## src/rtl/pipe_stage_reg_pkg.sv

```systemverilog
// Shared Y86 pipeline constants and bundle sizing for the stage registers.
// Used by decode/execute as well as every pipe_stage_reg instance.
package pipe_stage_reg_pkg;

    localparam int         DEF_WORD_W    = 32;
    localparam int         DEF_BYTE_W    = 8;
    localparam logic [7:0] Y86_NOP_ICODE = 8'h01;
    localparam logic [7:0] Y86_RNONE     = 8'h0F;

    // Packed as {icode, rA, rB, dstE, valA, valP, valE}.
    function automatic int bundle_w(input int byte_w, input int word_w);
        return 4 * byte_w + 3 * word_w;
    endfunction

endpackage

```

## src/rtl/pipe_stage_reg_slot.sv

```systemverilog
// Single valid+bundle register; clear returns it to the bubble value.
// Latency: 1 cycle from load to q.
// Backpressure: none here; the parent decides when to load or clear.
module pipe_slot
    import pipe_stage_reg_pkg::*;
#(
    parameter int             BW     = bundle_w(DEF_BYTE_W, DEF_WORD_W),
    parameter logic [BW-1:0]  BUBBLE = '0
) (
    input  logic          clk,
    input  logic          rst_n,
    input  logic          load,
    input  logic          clear,
    input  logic [BW-1:0] d,
    output logic          vld,
    output logic [BW-1:0] q
);

    // Clear wins over load so a flush can never leave a live bundle behind.
    always_ff @(posedge clk or negedge rst_n) begin
        if (!rst_n) begin
            vld <= 1'b0;
            q   <= BUBBLE;
        end else if (clear) begin
            vld <= 1'b0;
            q   <= BUBBLE;
        end else if (load) begin
            vld <= 1'b1;
            q   <= d;
        end
    end

endmodule

```

## src/rtl/pipe_stage_reg.sv

```systemverilog
// Generic Y86 pipeline stage register with a 2-entry skid buffer, flush and perf counters.
// Latency: 1 cycle in->out when unstalled; one bundle per cycle sustained.
// Backpressure: in_ready is registered (!skid valid); no combinational path from out_ready.
module pipe_stage_reg
    import pipe_stage_reg_pkg::*;
#(
    parameter int         WORD_W    = DEF_WORD_W,
    parameter int         BYTE_W    = DEF_BYTE_W,
    parameter logic [7:0] NOP_ICODE = Y86_NOP_ICODE,
    parameter logic [7:0] RNONE     = Y86_RNONE,
    parameter int         CNT_W     = 16
) (
    input  logic              clk,
    input  logic              rst_n,
    input  logic              flush,
    input  logic              in_valid,
    output logic              in_ready,
    input  logic [BYTE_W-1:0] in_icode,
    input  logic [BYTE_W-1:0] in_rA,
    input  logic [BYTE_W-1:0] in_rB,
    input  logic [BYTE_W-1:0] in_dstE,
    input  logic [WORD_W-1:0] in_valA,
    input  logic [WORD_W-1:0] in_valP,
    input  logic [WORD_W-1:0] in_valE,
    output logic              out_valid,
    input  logic              out_ready,
    output logic [BYTE_W-1:0] out_icode,
    output logic [BYTE_W-1:0] out_rA,
    output logic [BYTE_W-1:0] out_rB,
    output logic [BYTE_W-1:0] out_dstE,
    output logic [WORD_W-1:0] out_valA,
    output logic [WORD_W-1:0] out_valP,
    output logic [WORD_W-1:0] out_valE,
    output logic [CNT_W-1:0]  stall_cnt,
    output logic [CNT_W-1:0]  bubble_cnt
);

    localparam int                BW        = bundle_w(BYTE_W, WORD_W);
    localparam logic [BYTE_W-1:0] BUB_ICODE = BYTE_W'(NOP_ICODE);
    localparam logic [BYTE_W-1:0] BUB_REG   = BYTE_W'(RNONE);
    localparam logic [BW-1:0]     BUBBLE    = {BUB_ICODE, BUB_REG, BUB_REG, BUB_REG,
                                               {(3 * WORD_W){1'b0}}};

    logic          m_vld, s_vld;
    logic [BW-1:0] m_q, s_q, m_d, in_bus;
    logic          m_load, m_clr, s_load, s_clr;
    logic          in_fire, out_fire;

    assign in_bus    = {in_icode, in_rA, in_rB, in_dstE, in_valA, in_valP, in_valE};
    assign in_ready  = ~s_vld;
    assign out_valid = m_vld;
    assign in_fire   = in_valid & in_ready;
    assign out_fire  = m_vld & out_ready;

    assign {out_icode, out_rA, out_rB, out_dstE, out_valA, out_valP, out_valE} = m_q;

    always_comb begin
        m_load = 1'b0;
        m_clr  = 1'b0;
        m_d    = in_bus;
        s_load = 1'b0;
        s_clr  = 1'b0;
        if (flush) begin
            m_clr = 1'b1;
            s_clr = 1'b1;
        end else if (!m_vld) begin
            m_load = in_fire;
        end else if (out_fire) begin
            if (s_vld) begin
                // Skid drains first to keep FIFO order; in_ready is low so no input lands.
                m_load = 1'b1;
                m_d    = s_q;
                s_clr  = 1'b1;
            end else if (in_fire) begin
                m_load = 1'b1;
            end else begin
                m_clr = 1'b1;
            end
        end else begin
            s_load = in_fire;
        end
    end

    pipe_slot #(.BW(BW), .BUBBLE(BUBBLE)) u_main (
        .clk   (clk),
        .rst_n (rst_n),
        .load  (m_load),
        .clear (m_clr),
        .d     (m_d),
        .vld   (m_vld),
        .q     (m_q)
    );

    pipe_slot #(.BW(BW), .BUBBLE(BUBBLE)) u_skid (
        .clk   (clk),
        .rst_n (rst_n),
        .load  (s_load),
        .clear (s_clr),
        .d     (in_bus),
        .vld   (s_vld),
        .q     (s_q)
    );

    always_ff @(posedge clk or negedge rst_n) begin
        if (!rst_n) begin
            stall_cnt  <= '0;
            bubble_cnt <= '0;
        end else begin
            if (m_vld && !out_ready && !(&stall_cnt))
                stall_cnt <= stall_cnt + CNT_W'(1);
            if (flush && !(&bubble_cnt))
                bubble_cnt <= bubble_cnt + CNT_W'(1);
        end
    end

endmodule

```

## config.mk

```make
export PLATFORM = sky130hd
export DESIGN_NAME = pipe_stage_reg
export DESIGN_NICKNAME = d
export VERILOG_FILES = /design/src/rtl/pipe_stage_reg_pkg.sv /design/src/rtl/pipe_stage_reg_slot.sv /design/src/rtl/pipe_stage_reg.sv
export SDC_FILE = /design/constraint.sdc
export NUM_CORES = 1
export LEC_CHECK = 0
export CORE_UTILIZATION = 46
export DETAILED_ROUTE_END_ITERATION = 6
export PLACE_DENSITY = 0.76
export RECOVER_POWER = 100
export SLEW_MARGIN = 20
export SYNTH_ARGS = -nofsm -noshare
export SYNTH_HDL_FRONTEND = slang
export SYNTH_HIERARCHICAL = 1
export SYNTH_SLANG_ARGS = --single-unit
```

## constraint.sdc

```tcl
create_clock -name clk -period 1.9 [get_ports clk]
set_input_delay 0.57 -clock clk [delete_from_list [all_inputs] [get_ports clk]]
set_output_delay 0.57 -clock clk [all_outputs]
set_load 0.05 [all_outputs]
```

Yosys cells after proc, flatten, opt, wreduce, memory -nomap -nowiden
Index checks and enable logic that the tools add are counted.
{"block": "totals", "in_bits": 133, "word_cells": 50, "reg_bits": 290, "out_inout_bits": 162}
{"block": "op_classes", "bitwise": 3, "n_reduce_logical": 10, "n_addsub": 2, "n_mux": 29}
{"cell": "128-bit two-way mux", "count": 8}
{"cell": "16-bit by 1-bit adder with 16-bit output (second input constant)", "count": 2}
{"cell": "16-bit AND reduction", "count": 2}
{"cell": "1-bit two-way mux", "count": 21}
{"cell": "2-bit nonzero test", "count": 2}
{"cell": "1-bit logical AND", "count": 3}
{"cell": "1-bit zero test", "count": 3}
{"cell": "1-bit AND", "count": 2}
{"cell": "1-bit inverter", "count": 1}

Depth between registers and ports, before layout
{"block": "depth", "ltp_word": 9, "depth_mapped": 7, "depth_no_buf": 5}

Modules after synthesis
Netlist, hierarchy kept.
{"mod": "pipe_slot", "area_per_inst_um2": 5315.1, "n_inst": 2, "cells_each": 417}
{"mod": "pipe_stage_reg", "area_per_inst_um2": 3169.3, "n_inst": 1, "cells_each": 298}

Least setup slack after synthesis
No wires, ideal clock.
{"block": "synth_path", "path_type": "flip-flop to flip-flop", "startpoint": "register stall_cnt[0]", "endpoint": "register stall_cnt[1]", "required_ns": 1.775, "period_less_slack_ns": 2.097, "path_slack_ns": -0.197, "path_stages_with_launch": 6, "t_arrival_ns": 1.972, "path_buffers": 0, "cell_sequence": "dfrtp_1 ha_1 nand3_1 or4_4 o21ai_2 mux2_2"}
{"block": "synth_via", "elab_chain_len": 3, "word_cells_on_any_way": 4}
{"item": "start: declaration", "line": "pipe_stage_reg.sv:34", "rtl": "output logic [CNT_W-1:0] stall_cnt,"}
{"item": "start signal: assignment", "line": "pipe_stage_reg.sv:110", "rtl": "stall_cnt <= stall_cnt + CNT_W'(1);"}
{"item": "parallel branches: the longest is 3 deep, another holds 16-bit by 1-bit adder with 16-bit output"}
Several ways; the timed one is not identified.
A chain may end at the register's enable or synchronous reset.

Worst setup path in the final report
{"block": "layout_path", "startpoint": "register u_main.vld", "endpoint": "register u_main.q[45]"}
{"block": "layout_via", "elab_chain_len": 6, "word_cells_on_any_way": 13}
{"item": "start: declaration", "line": "pipe_stage_reg_slot.sv:15", "rtl": "output logic vld,"}
{"item": "start signal: assignment", "line": "pipe_stage_reg_slot.sv:22", "rtl": "vld <= 1'b0;"}
{"item": "start signal: assignment", "line": "pipe_stage_reg_slot.sv:25", "rtl": "vld <= 1'b0;"}
{"item": "start signal: assignment", "line": "pipe_stage_reg_slot.sv:28", "rtl": "vld <= 1'b1;"}
{"item": "1-bit AND", "line": "pipe_stage_reg.sv:53", "rtl": "assign out_fire = m_vld & out_ready;"}
{"item": "128-bit two-way mux", "line": "pipe_stage_reg.sv:68", "rtl": "end else if (out_fire) begin"}
{"item": "128-bit two-way mux *", "line": "pipe_stage_reg.sv:66", "rtl": "end else if (!m_vld) begin"}
{"item": "128-bit two-way mux *", "line": "pipe_stage_reg.sv:63", "rtl": "if (flush) begin"}
{"item": "via m_d[45]", "line": "pipe_stage_reg.sv:45", "rtl": "logic [BW-1:0] m_q, s_q, m_d, in_bus;"}
{"item": "128-bit two-way mux *", "line": "pipe_stage_reg_slot.sv:27", "rtl": "end else if (load) begin"}
{"item": "128-bit two-way mux *", "line": "pipe_stage_reg_slot.sv:24", "rtl": "end else if (clear) begin"}
{"item": "end signal: assignment", "line": "pipe_stage_reg_slot.sv:23", "rtl": "q <= BUBBLE;"}
{"item": "end signal: assignment", "line": "pipe_stage_reg_slot.sv:26", "rtl": "q <= BUBBLE;"}
{"item": "end signal: assignment", "line": "pipe_stage_reg_slot.sv:29", "rtl": "q <= d;"}
{"item": "end: declaration", "line": "pipe_stage_reg_slot.sv:16", "rtl": "output logic [BW-1:0] q"}
The timed path passes the listed nets; every way through them passes the cells marked *. The select of a mux whose other input is x is not followed.

==> run_results.csv <==
group,metric,value,unit
sta,fin_worst_skew,0.0150,ns
final_layout,antenna_cells,0,
placed_design,dpl.hpwl,24100,um
drt,antenna_left,0,
power_and_ir_drop,p_sw_share,28.3,%
synthesis,synth_area,0.0138,mm2
final_layout,syn_to_final_growth,39.0,%
synthesis,synth_compound_area_share,2.71,%
sta,worst_pin_slew,0.733,ns
min_path,hp-start,"bubble_cnt[15]",
synthesis,synth_warnings,6,
cts,htreeDepth,1,
cts,clock_sinks,290,
grt,antenna_found_initial,1,
sta,hold_viol,0,
grt,grt_pass1_wl,56500,um
cts,clock_latency,0.56,ns
synthesis,async_flop_share,100,%
drt,drt_iter0_drc,563,
placed_design,io_buffers,294,
setup_path,worstPathRequired,2.34,ns
synthesis,muxShareOfSynthArea,27.7,%
final_layout,final_nets,1636,
placed_design,gp_congestion,0.785,
final_layout,layout-drive-gt1-share,34.8,%
final_layout,finish.utilization,64.9,%
power_and_ir_drop,p_int,11.9,mW
power_and_ir_drop,ir_drop,1.07,mV
setup_path,r2r_start,"u_main/vld",
power_and_ir_drop,seqPwrFrac,41.1,%
power_and_ir_drop,pwr-share-clk,39.1,%
setup_path,cp.arrival,2.31,ns
setup_path,crit_start,"u_main/vld",
synthesis,synth_top_family_by_area,"multiplexers",
power_and_ir_drop,combPwrFrac,19.8,%
min_path,hp-class,"reg -> reg",
synthesis,synth-seq-cells,290,
sta,slew_headroom,51.1,%
floorplan,die-area,0.0307,mm2
floorplan,die_y,175,um
setup_path,crit_path_end_kind,"flip-flop",
sta,setup_violations,0,
synthesis,yosysUniqueCellTypes,41,
floorplan,row_count,63,
run_status,status,"finished, final reports clean",
drt,route.vias.total,10000,
sta,rsz0062_at_grt,"true",
drt,drc,0,
synthesis,synthAdderAreaFrac,0.181,%
drt,drt_wl_total,35800,um
floorplan,initial_utilization,46.7,%
sta,fmax,534,MHz
floorplan,die_w,175,um
drt,wire_per_inst,18.7,um
floorplan,core,0.0296,mm2
synthesis,synth_nets,1267,
synthesis,yosysSeqAreaShare,52.8,%
sta,period_minus_slack,1.87,ns
sta,drv_slew,0,
synthesis,synth-xor-area-share,1.40,%
cts,clk_transition_reported_paths,0.06,ns
final_layout,fillers,2259,
grt,overflow,0,
final_layout,final_cell_mix,"242 x dfrtp_1, 237 x nor2_1, 232 x mux2i_1",
setup_path,path_class,"reg -> reg",
cts,clockBufferDepth,3,
flow_run,maxCapViolations,0,
cts,cts_tree,"yes",
cts,numCtsBuffers,30,
floorplan,io_pins,295,
sta,finalSetupTns,0,ns
grt,groute.usage.overall,22.9,%
drt,first_pass_iters,5,
cts,clockRootBuffer,"clkbuf_16",
power_and_ir_drop,p_leak,8.62,nW
power_and_ir_drop,p_sw,4.67,mW
power_and_ir_drop,power_density,862,mW/mm2
synthesis,synth_area_per_cell,12.2,um2
grt,grt_max_degree,49,
setup_path,critPathLaunchType,"flip-flop",
drt,vias_per_cell,5.24,
synthesis,synth_edf_count,0,
setup_path,cp_max_fo,14,
synthesis,synthCells,1132,
synthesis,synth-simple-area-share,10.3,%
synthesis,ys.flop_type,"dfrtp_1",
final_layout,layout_commonest_cell,"dfrtp_1",
sta,fin_crit_sh,98.6,%
grt,grt_pass1_vias,10500,
==> cell type report <==
type | count | area, um2 | area share, %
clock inverters | 20 | 267 | 1.39
inverters | 5 | 21.3 | 0.111
well taps | 390 | 488 | 2.54
flip-flops and latches | 290 | 7320 | 38.2
multi-input cells | 758 | 5910 | 30.8
clock buffers | 36 | 835 | 4.35
repair buffers | 416 | 4340 | 22.6
==> flip-flops by register name (all words and copies together), names as in the netlist <==
| name | cells |
|---|---|
| u_main/q | 128 |
| u_skid/q | 128 |
| bubble_cnt | 16 |
| stall_cnt | 16 |
| u_main/vld | 1 |
| u_skid/vld | 1 |
==> worst max-delay path, cell delays in order (launching register included) <==
cell	delay [ns]
dfrtp_2	0.38
buf_6	0.11
nand3_2	0.08
or2_4	0.32
buf_12	0.17
buf_12	0.15
mux2_2	0.29
mux2i_1	0.18
nor2_1	0.06
==> cells in the mapped netlist (9+ instances only) <==
master | count | area share, %
buf_8 | 22 | 2.4
a211o_1 | 26 | 1.7
and3_1 | 11 | 0.50
mux2i_1 | 233 | 17
xor2_1 | 10 | 0.63
dfrtp_1 | 264 | 48
xnor2_1 | 12 | 0.76
nor2_1 | 238 | 6.5
clkbuf_1 | 29 | 0.79
dfstp_2 | 26 | 5.0
buf_6 | 9 | 0.73
nor2b_1 | 27 | 1.2
buf_2 | 17 | 0.62
mux2_2 | 132 | 11
==> cells by family (layout without fill, tap and decap cells) <==
family | count (synthesis) | after routing
xor+xnor | 22 | 22
mux | 365 | 365
fa+ha+maj | 2 | 2
compound gates | 49 | 49
flops | 290 | 290
buf+inv | 84 | 477
simple gates | 320 | 320
==> metrics by stage <==
step	hold WS (ns)	worst slack [ns]	instance area [um2]	std cells	total power, mW
after floorplan	0.274	-0.0151	13800	1132	8.64
after global placement	0.464	-0.679	17800	1845	10.1
after detailed placement	0.481	-0.718	17800	1845	10.1
after CTS	0.489	-0.0274	19100	1912	16.7
after global routing	0.490	-0.0486	19200	1915	17.2
final	0.488	0.0271	19200	1915	16.5
==> power groups by stage <==
stage               clock, mW  combinational, mW  sequential, mW
floorplan                   0              0.915            7.73
global placement            0               3.18            6.88
detailed placement          0               3.23            6.89
CTS                      6.61               3.31            6.79
global route             6.87               3.48            6.83
finish                   6.46               3.28            6.79
==> worst paths after layout <==
check / endpoint / slack, ns / depth (start not counted)
min in group asynchronous: bubble_cnt[8] / 0.52 / 2
setup / recovery: u_main/q[45] / 0.03 / 8
setup reg to reg: u_main/q[45] / 0.03 / 8
hold reg to reg: bubble_cnt[15] / 0.49 / 1
max in group asynchronous: stall_cnt[11] / 0.28 / 3
hold / removal: bubble_cnt[15] / 0.49 / 1
==> timing repair <==
action	4_1_cts	5_1_grt
buffers inserted	7	4
pin swaps	1	4
endpoints found under the setup margin	126	121
gates cloned	3	3
hold endpoints to repair	34	0
hold buffers	1	0
resized for setup	14	17
==> metal layers <==
layer  share of wire [%]  vias to the layer above  routed length (um)  global-route usage, %
met4                 1.9                        0                 682                   5.83
met1                  44                     5049               15800                   31.7
li1                    -                     4653                   -                      -
met3                 6.8                       47                2430                   4.98
met2                  47                      293               16900                   36.6
met5                   0                        -                   0                      0
No activity file was read; power rests on OpenSTA's default activity.
==> variant, RTL diff (same settings) <==
Make the reset (`rst_n`) synchronous in 2 clocked blocks.
--- a/src/rtl/pipe_stage_reg_slot.sv
+++ b/src/rtl/pipe_stage_reg_slot.sv
@@ -19,3 +19,3 @@
     // Clear wins over load so a flush can never leave a live bundle behind.
-    always_ff @(posedge clk or negedge rst_n) begin
+    always_ff @(posedge clk) begin
         if (!rst_n) begin
--- a/src/rtl/pipe_stage_reg.sv
+++ b/src/rtl/pipe_stage_reg.sv
@@ -103,3 +103,3 @@
 
-    always_ff @(posedge clk or negedge rst_n) begin
+    always_ff @(posedge clk) begin
         if (!rst_n) begin
Behaviour: differs if rst_n is asserted again (counterexample within 4 cycles, from zero or initial values and one cycle with rst_n low); with rst_n held inactive, the same outputs for 4 cycles.
==> variant against the original RTL <==
- synthesized area shrank 8.2%
- via count shrank 2.6%
- critical path type unchanged
- sequential cell count is the same
- design area shrank 11%
- the flow now finishes with violations (negative setup slack)
- setup slack lost 0.050 ns
- critical endpoint is now u_main/q[72]$_SDFFE_PP0P_
- routed wire length shrank 9.9%
- final cell count shrank 1.2%
- worst hold slack lost 0.022 ns
Power is not compared: it rests on default switching activity, and its combinational part moved more than twofold at a synthesized area within 25%.
==> variant: results (changes against the original RTL) <==
----------------------------------------------------
[Status]
  Result of the run ... finished with violations
  Violated checks ... negative setup slack

[Synth]
  Share of synthesized area occupied by flip-flops and latches ... 0.4583 (-0.06993)
  Commonest cells in the netlist ... dfxtp_1 (290), mux2i_1 (261), nor2_1 (240)
  Adder and majority cell fraction of the synthesized area ... 0.001976 (+0.0001621)
  Async set or reset register ratio after synthesis ... 0 (-1.000)
  Mean cell area of the mapped netlist ... 10.73 µm² (-12%)

[Drt]
  Drt total wl ... 32290 µm (-9.9%)
  Iter 0 DRT Violations ... 486 (-14%)
  Count of TritonRoute iterations in the first routing pass ... 4 (-1)

[Timing]
  Worst hold margin ... 0.4661 ns (-0.02163 ns)
  Final Setup Violations ... 1 (+1)
  Worst setup margin ... -0.02318 ns (-0.05030 ns)

[Finish]
  Nets ... 1662 (+1.6%)
  Non-Clock Inverter Count ... 9 (+4)
  Sequential cell area ... 0.005844 mm² (-20%)
  Number of clock buffers in the layout ... 43 (+19%)

[Placement]
  GPL Wtd Cong ... 0.8207 (+4.6%)
  Detailed placer's ending HPWL ... 22140 µm (-8.3%)

[GRT]
  Via count of the first global-routing pass ... 9642 (-7.7%)
  Initial antenna violation count ... 4 (+3)
  Total routing resource utilization after global routing ... 0.2158 (-0.01362)

[Critical path]
  Delay-heaviest family, CP ... buffers and inverters
  Number of cells on the worst reg-to-reg path ... 7 (-1)

[Worst hold path]
  Min-Delay Endpoint ... bubble_cnt[5]$_SDFFE_PN0P_

[Clocking]
  Number of buffers added by the clock tree synthesis step ... 31 (+3.3%)

----------------------------------------------------
[variant: changes by cell type in the layout (fill, tap and decap cells not counted), moves of 30 or more]
cell	unedited run	this run
buf_4	194	147
buf_12	63	33
nand2_1	8	44
clkbuf_2	5	61
dfrtp_1	242	0
dfxtp_1	0	271
[variant: through the flow]
step | instance area [µm²] | setup slack, ns | TNS [ns] | total power, W
after floorplan | 12750 | -0.01532 | -0.01532 | 0.007122
after global placement | 15980 | -0.5157 | -128.87 | 0.007650
after detailed placement | 15980 | -0.6023 | -141.23 | 0.007667
after CTS | 16990 | 0.007157 | 0 | 0.01354
after global routing | 17110 | -0.08914 | -1.110 | 0.01392
final | 17110 | -0.02318 | -0.02318 | 0.01345
[variant: metal layers]
| metal | global-route usage | up-vias | routed length [µm] |
|---|---|---|---|
| met1 | 0.2667 | 4673 | 13750 |
| met5 | 0 | - | 10 |
| li1 | - | 4800 | - |
| met3 | 0.04208 | 52 | 1928 |
| met4 | 0.06143 | 2 | 687 |
| met2 | 0.3801 | 257 | 15910 |
